$ cat config.mk
export PLATFORM = sky130hd
export DESIGN_NAME = nios2_mul_result_combiner_flat
export DESIGN_NICKNAME = d
export VERILOG_FILES = /design/src/rtl/nios2_mul_pkg.sv /design/src/rtl/nios2_mul_result_combiner_if.sv /design/src/rtl/nios2_mul_pipe_reg.sv /design/src/rtl/nios2_mul_result_combiner.sv /design/src/flat_wrapper.sv
export SDC_FILE = /design/constraint.sdc
export NUM_CORES = 1
export LEC_CHECK = 0
export CAP_MARGIN = 20
export CORE_UTILIZATION = 38
export DETAILED_ROUTE_END_ITERATION = 16
export GPL_ROUTABILITY_DRIVEN = 1
export HOLD_SLACK_MARGIN = 0.02
export MAX_ROUTING_LAYER = met4
export PLACE_DENSITY = 0.6
export SYNTH_ARGS = -nofsm -noshare
export SYNTH_HDL_FRONTEND = slang
export SYNTH_HIERARCHICAL = 1
export SYNTH_SLANG_ARGS = --single-unit
$ cat constraint.sdc
create_clock -name clk -period 5 [get_ports clk]
set_input_delay 1 -clock clk [delete_from_list [all_inputs] [get_ports clk]]
set_output_delay 1 -clock clk [all_outputs]
set_load 0.05 [all_outputs]
$ cat src/rtl/nios2_mul_pkg.sv
// rtl/nios2_mul_pkg.sv - shared op codes, widths and signedness helpers for the multiply combiner
// Contents:
//   op_e              MUL / MULXUU / MULXSU / MULXSS op codes
//   DATA_W, HALF_W    default operand width and its half
//   op_src1_signed()  1 when operand A (src1) is treated as signed
//   op_src2_signed()  1 when operand B (src2) is treated as signed
package nios2_mul_pkg;

   localparam int DATA_W = 32;
   localparam int HALF_W = DATA_W / 2;

   typedef enum logic [1:0] {
      OP_MUL    = 2'd0,
      OP_MULXUU = 2'd1,
      OP_MULXSU = 2'd2,
      OP_MULXSS = 2'd3
   } op_e;

   // MUL is handled as unsigned: the low word does not depend on signedness.
   function automatic logic op_src1_signed(input op_e op);
      return (op == OP_MULXSU) || (op == OP_MULXSS);
   endfunction

   function automatic logic op_src2_signed(input op_e op);
      return (op == OP_MULXSS);
   endfunction

endpackage

$ cat src/rtl/nios2_mul_result_combiner_if.sv
// rtl/nios2_mul_result_combiner_if.sv - partial-product input and result output bus of the combiner
// Signals:
//   in_valid/in_ready   partial-product handshake (master drives in_valid)
//   in_op               op code, see nios2_mul_pkg::op_e
//   in_p1..in_p4        partial products a_lo*b_lo, a_lo*b_hi, a_hi*b_lo, a_hi*b_hi
//   out_valid/out_ready result handshake (slave drives out_valid)
//   out_result          selected product word
//   out_busy            combiner holds at least one op
// Modports: master = mult cell / writeback side, slave = combiner.
interface nios2_mul_result_combiner_if #(
   parameter int DATA_W = nios2_mul_pkg::DATA_W,
   parameter int OP_W   = 2
);
   logic              in_valid;
   logic              in_ready;
   logic [OP_W-1:0]   in_op;
   logic [DATA_W-1:0] in_p1;
   logic [DATA_W-1:0] in_p2;
   logic [DATA_W-1:0] in_p3;
   logic [DATA_W-1:0] in_p4;
   logic              out_valid;
   logic              out_ready;
   logic [DATA_W-1:0] out_result;
   logic              out_busy;

   modport master (
      output in_valid, in_op, in_p1, in_p2, in_p3, in_p4, out_ready,
      input  in_ready, out_valid, out_result, out_busy
   );

   modport slave (
      input  in_valid, in_op, in_p1, in_p2, in_p3, in_p4, out_ready,
      output in_ready, out_valid, out_result, out_busy
   );
endinterface

$ cat src/rtl/nios2_mul_pipe_reg.sv
// rtl/nios2_mul_pipe_reg.sv - generic valid/ready register slice with flush
// Ports:
//   clk, reset_n                 clock, synchronous active-low reset (clears valid and data)
//   flush_i                      drop the held beat, accept nothing this edge
//   in_valid_i/in_ready_o/in_data_i    upstream side
//   out_valid_o/out_ready_i/out_data_o downstream side (forced to 0 while in reset)
module nios2_mul_pipe_reg #(
   parameter int W = 32
) (
   input  logic         clk,
   input  logic         reset_n,
   input  logic         flush_i,
   input  logic         in_valid_i,
   output logic         in_ready_o,
   input  logic [W-1:0] in_data_i,
   output logic         out_valid_o,
   input  logic         out_ready_i,
   output logic [W-1:0] out_data_o
);

   logic         valid_q, valid_d;
   logic [W-1:0] data_q, data_d;
   logic         load;

   always_comb begin
      // The slot can take a new beat when empty or when its beat leaves this edge.
      load       = !valid_q || out_ready_i;
      in_ready_o = reset_n && !flush_i && load;
      valid_d    = valid_q;
      data_d     = data_q;
      if (flush_i) begin
         valid_d = 1'b0;
      end else if (load) begin
         valid_d = in_valid_i;
         if (in_valid_i) begin
            data_d = in_data_i;
         end
      end
   end

   always_ff @(posedge clk) begin
      if (!reset_n) begin
         valid_q <= 1'b0;
         data_q  <= '0;
      end else begin
         valid_q <= valid_d;
         data_q  <= data_d;
      end
   end

   // Outputs read as idle while reset is held, even before the first edge.
   assign out_valid_o = valid_q && reset_n;
   assign out_data_o  = reset_n ? data_q : '0;

endmodule

$ cat src/rtl/nios2_mul_result_combiner.sv
// rtl/nios2_mul_result_combiner.sv - combines four 16x16 partial products into the selected product word
// Ports:
//   clk, reset_n   clock, synchronous active-low reset
//   flush          kill all in-flight ops this edge
//   bus (slave)    partial-product input handshake, result output handshake, busy flag
// Stage 1 sums the two cross products, stage 2 forms the 64-bit product and
// selects the low word (MUL) or the high word (MULX*).
module nios2_mul_result_combiner #(
   parameter int DATA_W = nios2_mul_pkg::DATA_W,
   parameter int OP_W   = 2
) (
   input  logic clk,
   input  logic reset_n,
   input  logic flush,
   nios2_mul_result_combiner_if.slave bus
);
   import nios2_mul_pkg::*;

   localparam int HALF  = DATA_W / 2;
   localparam int MID_W = DATA_W + 2;
   localparam int S1_W  = MID_W + 2 * DATA_W + OP_W;

   // ---------------- stage 1 arithmetic ----------------
   logic             sgn1, sgn2;
   logic [MID_W-1:0] mid_in;
   logic [S1_W-1:0]  s1_in_data;

   always_comb begin
      sgn1   = op_src1_signed(op_e'(bus.in_op[1:0]));
      sgn2   = op_src2_signed(op_e'(bus.in_op[1:0]));
      // p2 carries b_hi's sign, p3 carries a_hi's sign; two guard bits hold the sum.
      mid_in = {{2{sgn2 & bus.in_p2[DATA_W-1]}}, bus.in_p2}
             + {{2{sgn1 & bus.in_p3[DATA_W-1]}}, bus.in_p3};
      s1_in_data = {mid_in, bus.in_p4, bus.in_p1, bus.in_op};
   end

   logic            s1_valid;
   logic            s1_ready;
   logic [S1_W-1:0] s1_data;
   logic            s2_ready;

   nios2_mul_pipe_reg #(.W(S1_W)) u_stage1 (
      .clk         (clk),
      .reset_n     (reset_n),
      .flush_i     (flush),
      .in_valid_i  (bus.in_valid),
      .in_ready_o  (s1_ready),
      .in_data_i   (s1_in_data),
      .out_valid_o (s1_valid),
      .out_ready_i (s2_ready),
      .out_data_o  (s1_data)
   );

   // ---------------- stage 2 arithmetic ----------------
   logic [MID_W-1:0]    mid_q;
   logic [DATA_W-1:0]   p4_q, p1_q;
   logic [OP_W-1:0]     op_q;
   logic [2*DATA_W-1:0] mid_ext;
   logic [2*DATA_W-1:0] full;
   logic [DATA_W-1:0]   result_d;

   always_comb begin
      {mid_q, p4_q, p1_q, op_q} = s1_data;
      mid_ext  = {{(2*DATA_W-MID_W){mid_q[MID_W-1]}}, mid_q};
      // Wraps modulo 2^(2*DATA_W); the signed mid term supplies the borrows.
      full     = {p4_q, p1_q} + (mid_ext << HALF);
      result_d = (op_q[1:0] == OP_MUL) ? full[DATA_W-1:0] : full[2*DATA_W-1:DATA_W];
   end

   nios2_mul_pipe_reg #(.W(DATA_W)) u_stage2 (
      .clk         (clk),
      .reset_n     (reset_n),
      .flush_i     (flush),
      .in_valid_i  (s1_valid),
      .in_ready_o  (s2_ready),
      .in_data_i   (result_d),
      .out_valid_o (bus.out_valid),
      .out_ready_i (bus.out_ready),
      .out_data_o  (bus.out_result)
   );

   assign bus.in_ready = s1_ready;
   assign bus.out_busy = s1_valid | bus.out_valid;

endmodule

$ cat src/flat_wrapper.sv
// flat-port wrapper written by rule: the top's interface ports become plain ports
module nios2_mul_result_combiner_flat import nios2_mul_pkg::*;
#(
   parameter int DATA_W = nios2_mul_pkg::DATA_W,
   parameter int OP_W   = 2
)
  (clk, reset_n, flush, bus_in_valid, bus_in_op, bus_in_p1, bus_in_p2, bus_in_p3, bus_in_p4, bus_out_ready, bus_in_ready, bus_out_valid, bus_out_result, bus_out_busy);
  nios2_mul_result_combiner_if #(.DATA_W(DATA_W), .OP_W(OP_W)) bus_i ();
  input  logic clk;
  input  logic reset_n;
  input  logic flush;
  input wire logic [$bits(bus_i.in_valid)-1:0] bus_in_valid;
  input wire logic [$bits(bus_i.in_op)-1:0] bus_in_op;
  input wire logic [$bits(bus_i.in_p1)-1:0] bus_in_p1;
  input wire logic [$bits(bus_i.in_p2)-1:0] bus_in_p2;
  input wire logic [$bits(bus_i.in_p3)-1:0] bus_in_p3;
  input wire logic [$bits(bus_i.in_p4)-1:0] bus_in_p4;
  input wire logic [$bits(bus_i.out_ready)-1:0] bus_out_ready;
  output wire logic [$bits(bus_i.in_ready)-1:0] bus_in_ready;
  output wire logic [$bits(bus_i.out_valid)-1:0] bus_out_valid;
  output wire logic [$bits(bus_i.out_result)-1:0] bus_out_result;
  output wire logic [$bits(bus_i.out_busy)-1:0] bus_out_busy;
  assign bus_i.in_valid = bus_in_valid;
  assign bus_i.in_op = bus_in_op;
  assign bus_i.in_p1 = bus_in_p1;
  assign bus_i.in_p2 = bus_in_p2;
  assign bus_i.in_p3 = bus_in_p3;
  assign bus_i.in_p4 = bus_in_p4;
  assign bus_i.out_ready = bus_out_ready;
  assign bus_in_ready = bus_i.in_ready;
  assign bus_out_valid = bus_i.out_valid;
  assign bus_out_result = bus_i.out_result;
  assign bus_out_busy = bus_i.out_busy;
  nios2_mul_result_combiner #(.DATA_W(DATA_W), .OP_W(OP_W)) u_core (.clk(clk), .reset_n(reset_n), .flush(flush), .bus(bus_i));
endmodule
After elaboration in Yosys (flattened, before gate mapping) --
Cells that the tools add are included.
Storage, ports and cells: flip-flop bits (word level) 134, bits of input ports 135, output and inout port bits 35, logic and storage cells 31
Cells by class: add/sub/neg operators 2, eq/ne operators 2, mux-type cells 3, bitwise operators 5, reduce and logical (&&, ||, !) cells 15
Operators with widths (count):
- two-way mux 100 bit | 1
- adder 64 bit | 1
- two-way mux 32 bit | 2
- adder 33 x 33 -> 34 bit | 1
- AND reduction 3 bit | 2
- logical AND 1 bit | 5
- equality test 2 bit (second input constant) | 2
- logical NOT 1 bit | 3
- logical OR 1 bit | 3
- AND 1 bit | 2
- logical NOT 2 bit | 1
- NOT 1 bit | 2
- OR reduction 2 bit | 1
- OR 1 bit | 1

Depth between registers and ports, before layout --
Gate-level depths: netlist of the first run.
word-level depth 5, mapped depth 17, mapped depth without buffers 15

Hierarchy --
Netlist of the first run, hierarchy kept.
By module, submodules not included:
- nios2_mul_result_combiner | times used 1, cells an instance 722, area an instance 4869.7 sq um, sequential area each 0.0 sq um
- nios2_mul_pipe_reg (u_core.u_stage1) | times used 1, cells an instance 541, area an instance 4521.8 sq um, sequential area each 2021.9 sq um
- nios2_mul_pipe_reg (u_core.u_stage2) | times used 1, cells an instance 179, area an instance 1496.4 sq um, sequential area each 660.6 sq um

Least setup slack after synthesis of the first run --
OpenSTA, ideal clock, no wires.
path kind input -> register, start point in reset_n, end point reg u_core.u_stage2.data_q[12], setup time 0.118 ns, data arrival time 3.773 ns, data required time 4.882 ns, slack 1.108 ns, stages 15, path buffers 2, cells stage by stage buf_2 > buf_2 > nand2_1 > inv_1 > ha_1 > a21oi_4 > o22ai_1 > and4_4 > or4b_4 > a31o_1 > a21o_1 > a2111oi_4 > a211oi_2 > nand2_1 > mux2i_1
Between the ends: word-level cells in the longest chain between the ends 3, elaborated cells on any way between the ends 6, those cells by class add/sub: 1; mux: 2; reduce/logical: 3
Ends and longest elaborated chain:
- from (decl) | RTL line flat_wrapper.sv:10 | input logic reset_n;
- two-way mux 100 bit | RTL line nios2_mul_pipe_reg.sv:53 | assign out_data_o = reset_n ? data_q : '0;
- named net u_core.s1_data[29] | RTL line nios2_mul_result_combiner.sv:39 | logic [S1_W-1:0] s1_data;
- adder 64 bit | RTL line nios2_mul_result_combiner.sv:66 | full = {p4_q, p1_q} + (mid_ext << HALF);
- two-way mux 32 bit | RTL line nios2_mul_result_combiner.sv:67 | result_d = (op_q[1:0] == OP_MUL) ? full[DATA_W-1:0] : full[2*DATA_W-1:DATA_W];
- named net u_core.result_d[12] | RTL line nios2_mul_result_combiner.sv:60 | logic [DATA_W-1:0] result_d;
- to (signal assigned) | RTL line nios2_mul_pipe_reg.sv:47 | data_q <= data_d;
- to (decl) | RTL line nios2_mul_pipe_reg.sv:22 | logic [W-1:0] data_q, data_d;
The timed path passes the listed nets, and every way through them passes these cells. A chain may end at the register's enable or synchronous reset.

Final worst setup path of the first run --
start point in reset_n, end point out bus_out_result[27]
Between the ends: word-level cells in the longest chain between the ends 1
Ends and longest elaborated chain:
- two-way mux 32 bit | RTL line nios2_mul_pipe_reg.sv:53
- to (decl) | RTL line flat_wrapper.sv:21 | output wire logic [$bits(bus_i.out_result)-1:0] bus_out_result;
Every way passes these cells.

==> results of run 1 <==
state kept, by name, summed over array words and instances, names as in the netlist:
signal	cells
u_core/u_stage1/data_q	100
u_core/u_stage2/data_q	32
u_core/u_stage1/valid_q	1
u_core/u_stage2/valid_q	1
cells by family (layout without fill, tap and decap cells):
family / Yosys count / in the layout / share of synthesized area (%)
DFF: 134 / 134 / 24.64
adders and majority gates: 82 / 82 / 9.561
and+or+nand+nor: 506 / 506 / 19.86
xor gates and xnor gates: 59 / 59 / 4.746
muxes: 135 / 135 / 12.41
AOI/OAI and AO/OA: 304 / 304 / 18.79
buffers and inverters: 222 / 371 / 9.998
final timing paths:
path | start | end | cells past startpoint
worst max-delay path | reset_n | bus_out_result[27] | 6
worst min register to register | u_core/u_stage1/data_q[80] | u_core/u_stage1/data_q[80] | 2
worst min-delay path | u_core/u_stage1/data_q[80] | u_core/u_stage1/data_q[80] | 2
worst max register to register | u_core/u_stage1/data_q[99] | u_core/u_stage2/data_q[29] | 14
cell type report:
type | count | area (sq um)
Multi-Input combinational cell | 1086 | 7123
Tap cell | 378 | 473.0
Clock inverter | 14 | 201.4
Timing Repair Buffer | 184 | 1833
Inverter | 156 | 585.6
Clock buffer | 17 | 425.4
Fill cell | 2878 | 14690
Sequential cell | 134 | 2683
power by group:
part | leakage (nW) | switching, W | internal (W) | total (W)
clock network | 0.300 | 0.000516 | 0.000838 | 0.00135
logic | 5.19 | 0.000382 | 0.000321 | 0.000703
registers | 1.09 | 0.0000117 | 0.00112 | 0.00113
worst register-to-register path: stages, from the launching register on:
cell	delay, ns
dfxtp_1	0.30
nand2_1	0.14
inv_1	0.11
buf_4	0.21
ha_1	0.40
nand2_1	0.15
nor3_1	0.36
o211ai_1	0.26
a31oi_1	0.24
o31ai_1	0.11
a41oi_1	0.29
nor3_1	0.08
o31ai_1	0.28
nand2_1	0.08
mux2i_1	0.12
metrics by stage:
stage | instances | instance area [sq um]
after floorplan | 1442 | 10890
after detailed placement | 1938 | 12700
final | 1969 | 13320
after global placement | 1938 | 12700
after global routing | 1969 | 13320
after CTS | 1969 | 13320
layout by cell type, fill, tap and decap left out, types with 17 or more instances in the layout:
master           instances
nand2_1                335
clkdlybuf4s50_1        168
inv_1                  156
mux2i_1                135
dfxtp_1                134
a21oi_1                 96
ha_1                    80
nor2_1                  76
o21ai_0                 44
a21o_1                  42
xnor2_1                 33
xor2_1                  26
o21a_1                  22
nor3_1                  18
clkbuf_16               17
routing by layer:
layer  up-vias  GRT usage (%)  wire length, um
met2       233          31.58            12800
li1       5169              -                -
met4         0          5.978              446
met3        30          2.485             1018
met5         -              -                0
met1      4579          28.48            15080
==> run_results.csv, run 1 <==
group,metric,value,unit
floorplanning,fp-row-count,61,
timing,min_period_over_period,82.01,%
job,maxCapViolCount,0,
power_and_ir_drop,ir_drop,0.2288,mV
yosys,netlist-cell-type-count,70,
power_and_ir_drop,p_leak,6.581,nW
yosys,ys_warn_count,6,
floorplanning,start_util,38.87,%
place,place.gp.congestion,0.9216,
clocking,cts_made_buffers,17,
drt,num_vias,10010,
global_route,first_global_vias,9496,
place,dp_slack,0.4997,ns
worst_setup_path,endpoint_kind,"output pin",
drt,wirelength,29340,um
clocking,worstSkewPairLatency,0.43,ns
drt,wl_per_cell,14.90,um
timing,fin_ws,0.8993,ns
yosys,synthTopCellsByArea,"dfxtp_1 25%, mux2i_1 12%, nand2_1 12%, ha_1 9.2%, inv_1 5.4%",
power_and_ir_drop,power_density,239.2,nW/um^2
drt,drc,0,
place,io_buffers,169,
worst_setup_path,cp_max_fo,80,
worst_setup_path,worstPathCellList,"clkbuf_8 > buf_12 > buf_4 > nand2_1 > inv_1 > clkdlybuf4s50_1",
floorplanning,coreArea,28010,sq um
timing,whs,0.4655,ns
run_status,outcome,"completed",
timing,tns,0,ns
yosys,syn_nets,1659,
layout,synthToLayoutAreaGrowth,22.37,%
yosys,syn_area,10890,sq um
floorplanning,die_height,171.3,um
yosys,yosysTopAreaCellShare,24.64,%
clocking,htree_num_levels,4,
yosys,syn_area_per_cell,7.551,sq um
global_route,grt_max_degree,101,
worst_setup_path,crit_buf_inv,5,
worst_setup_path,max_stage_delay,0.80,ns
global_route,grt_pass1_wl,47300,um
timing,max_slew_margin,49.43,%
global_route,overflow,0,
worst_setup_path,crit_family,"buffers and inverters",
clocking,clock-root-buffer,"clkbuf_16",
clocking,clkTransAtPathRegs,0.06,ns
yosys,synth_common_cells,"335 x nand2_1, 156 x inv_1, 135 x mux2i_1",
global_route,track_usage,20.68,%
layout,finalCoreUtilization,47.57,%
worst_setup_path,critPathKind,"primary input to output pin",
yosys,synth-main-ff-cell,"dfxtp_1",
worst_setup_path,r2r_slack,1.82,ns
drt,drt_first_pass_iters,5,
clocking,cts_setup_buffers,0,
yosys,syn_inst,1442,
timing,max_freq,243.9,MHz
timing,finClkSkew,0.009436,ns
worst_setup_path,required,4.00,ns
timing,worstMarginPinSlew,0.7586,ns
timing,rsz0062_at_grt,"false",
layout,n_antenna_cell,0,
timing,finalHoldViolCount,0,
yosys,synth-seq-cells,134,
timing,final_max_slew_viol_count,0,
yosys,synthArstFlopShare,0,%
place,dpl.hpwl,22450,um
clocking,cts.sinks,134,
timing,fin_crit,4.101,ns
floorplanning,die-area,29330,sq um
drt,ant_nets,0,
yosys,synth.most_common_cell,"nand2_1",
global_route,grt_antenna_before_repair,0,
yosys,synth_top_area_cell,"dfxtp_1",
clocking,holdBufCountCts,0,
clocking,ctsResizeCount,0,
floorplanning,fp.dieW,171.3,um
worst_setup_path,startpoint_type,"primary input",
clocking,cts_buffer_depth,2,
layout,drive_gt1_share,4.148,%
yosys,synth-seq-area-share,24.64,%
timing,finalSetupViolations,0,
power_and_ir_drop,total_power,0.003188,W
worst_setup_path,cp_slowest_cell,"clkdlybuf4s50_1",
floorplanning,ioPinCount,170,
min_path,min_path_type,"flop to flop",
drt,drtIter0Drc,614,
clocking,cts_tree,"built",
drt,vias_per_cell,5.084,
layout,fin_nets,1796,
yosys,synth_edf_count,0,
worst_setup_path,cp.arrival,3.10,ns
(Power assumes the default switching activity.)
==> run 2, diff against run 1 <==
- clock period: 5 -> 4.2 ns (I/O delays scaled with it)
==> run 2 against run 1 <==
Against the previous run: setup slack got worse by 0.67 ns; flip-flop and latch count unchanged; hold slack got worse by 0.0020 ns; utilization increased by 1.4 points; power increased by 16%; highest routed layer unchanged; largest cell class unchanged; die area unchanged; cell count increased by 2.7%; combinational power increased by 23%.
==> run_results.csv, run 2 (synthesis results as in run 1) <==
group,metric,value,unit
worst_setup_path,cp_max_fo,41,
worst_setup_path,required,3.36,ns
worst_setup_path,r2r-start,"u_core/u_stage1/data_q[66]",
drt,num_vias,10100,
clocking,htree_num_levels,4,
place,io_buffers,169,
floorplanning,ioPinCount,170,
layout,regMostFlops,"u_core/u_stage1/data_q",
worst_setup_path,cp_slowest_cell,"clkdlybuf4s50_1",
timing,whs,0.4635,ns
timing,max_slew_margin,60.72,%
timing,worstMarginPinSlew,0.5892,ns
power_and_ir_drop,ir_drop,0.2623,mV
job,maxCapViolCount,0,
layout,layout_common_cells,"335 x nand2_1, 168 x clkdlybuf4s50_1, 156 x inv_1",
drt,ant_nets,0,
layout,fin_nets,1850,
layout,final_common_cell,"nand2_1",
worst_setup_path,worstPathCellList,"clkbuf_8 > buf_4 > buf_4 > nand2b_1 > nor2_1 > nor2b_4 > nor2_1 > clkdlybuf4s50_1",
power_and_ir_drop,p_leak,6.845,nW
place,place.gp.congestion,0.9492,
clocking,cts_setup_buffers,0,
power_and_ir_drop,power_density,269.5,nW/um^2
drt,wirelength,29260,um
worst_setup_path,crit_start,"reset_n",
timing,tns,0,ns
timing,fin_crit,3.967,ns
layout,largest_register_ffs,100,
timing,rsz0062_at_grt,"false",
global_route,first_global_vias,9680,
worst_setup_path,r2r_slack,0.98,ns
drt,wl_per_cell,14.46,um
worst_setup_path,endpoint_kind,"output pin",
floorplanning,die-area,29330,sq um
timing,min_period_over_period,94.45,%
clocking,cts_buffer_depth,2,
floorplanning,fp.dieW,171.3,um
global_route,grt_max_degree,59,
timing,max_freq,252.1,MHz
layout,synthToLayoutAreaGrowth,26.03,%
min_path,min_path_type,"flop to flop",
clocking,holdBufCountCts,0,
place,dpl.hpwl,23170,um
timing,finalHoldViolCount,0,
clocking,ctsResizeCount,0,
timing,finClkSkew,0.01785,ns
layout,final_cells,2023,
clocking,worstSkewPairLatency,0.43,ns
floorplanning,coreArea,28010,sq um
floorplanning,start_util,38.87,%
worst_setup_path,cp-endpoint,"bus_in_ready",
clocking,cts_made_buffers,17,
timing,finalSetupViolations,0,
worst_setup_path,regToRegEndpoint,"u_core/u_stage2/data_q[28]",
clocking,cts.sinks,134,
clocking,cts_tree,"built",
place,place_inst,1992,
worst_setup_path,cp.arrival,3.13,ns
clocking,clkTransAtPathRegs,0.06,ns
timing,final_max_slew_viol_count,0,
worst_setup_path,r2r_cells,15,
place,place_area,13140,sq um
drt,drt_first_pass_iters,4,
layout,fillers,2846,
global_route,overflow,0,
drt,drtIter0Drc,590,
worst_setup_path,startpoint_type,"primary input",
floorplanning,fp-row-count,61,
clocking,clock-root-buffer,"clkbuf_16",
worst_setup_path,max_stage_delay,0.81,ns
global_route,track_usage,21.02,%
global_route,grt_antenna_before_repair,0,
drt,vias_per_cell,4.995,
floorplanning,die_height,171.3,um
layout,final_area,13720,sq um
drt,drc,0,
layout,n_antenna_cell,0,
layout,drive_gt1_share,7.295,%
run_status,outcome,"completed",
layout,largestRegisters,"u_core/u_stage1/data_q x100, u_core/u_stage2/data_q x32",
worst_setup_path,critPathKind,"primary input to output pin",
global_route,grt_pass1_wl,47820,um
## run 2: metal layers
metal | vias up | global-route usage (%) | part of all wire, %
li1 | 5284 | - | -
met4 | 0 | 5.512 | 1.6
met1 | 4562 | 28.23 | 50
met3 | 24 | 3.037 | 3.8
met2 | 234 | 32.87 | 44
met5 | - | - | 0
## run 2: worst max-delay path, delay by kind of cell
family	cells	cell delay [ns]
simple gates	4	0.48
buf+inv	4	1.72
## run 2: how the worst min path moves through the flow
stage | end | slack, ns | cells past startpoint | start
final | u_core/u_stage1/data_q[43] | 0.46 | 2 | u_core/u_stage1/data_q[43]
after global routing | u_core/u_stage2/data_q[17] | 0.48 | 2 | u_core/u_stage2/data_q[17]
after CTS | u_core/u_stage1/data_q[35] | 0.47 | 2 | u_core/u_stage1/data_q[35]
after floorplan | u_core/u_stage1/data_q[0] | 0.44 | 2 | u_core/u_stage1/data_q[0]
after global placement | u_core/u_stage2/data_q[22] | 0.45 | 2 | u_core/u_stage2/data_q[22]
after detailed placement | u_core/u_stage1/data_q[36] | 0.46 | 2 | u_core/u_stage1/data_q[36]
## run 2: area by class of cell
cell class              instances  area [sq um]  share of cell area (%)
clock buffers                  19         452.9                   3.301
clock inverters                12         128.9                  0.9392
repair buffers                238          2276                   16.59
inverters                     156         585.6                   4.267
multi-input cells            1086          7123                   51.91
flip-flops and latches        134          2683                   19.55
well taps                     378         473.0                   3.447
## run 2: metrics by stage
| step | power (W) | util [%] | setup slack, ns |
|---|---|---|---|
| after floorplan | 0.001941 | - | 0.4684 |
| after global placement | 0.002231 | 46.91 | 0.05408 |
| after detailed placement | 0.002234 | 46.91 | 0.03387 |
| after CTS | 0.003743 | 48.99 | 0.1919 |
| after global routing | 0.003899 | 48.99 | 0.07451 |
| final | 0.003698 | 48.99 | 0.2329 |
## run 2: power by group
group	switching [W]	total, W	internal [W]
Clock	0.000589	0.00149	0.000900
Sequential	0.0000137	0.00135	0.00133
Combinational	0.000456	0.000863	0.000408
==> run 3, diff against run 2 <==
- HOLD_SLACK_MARGIN: 0.02 -> 0.08
==> results of run 3 <==
Same layout as run 2: the final DEF is identical, and so are final timing and power.
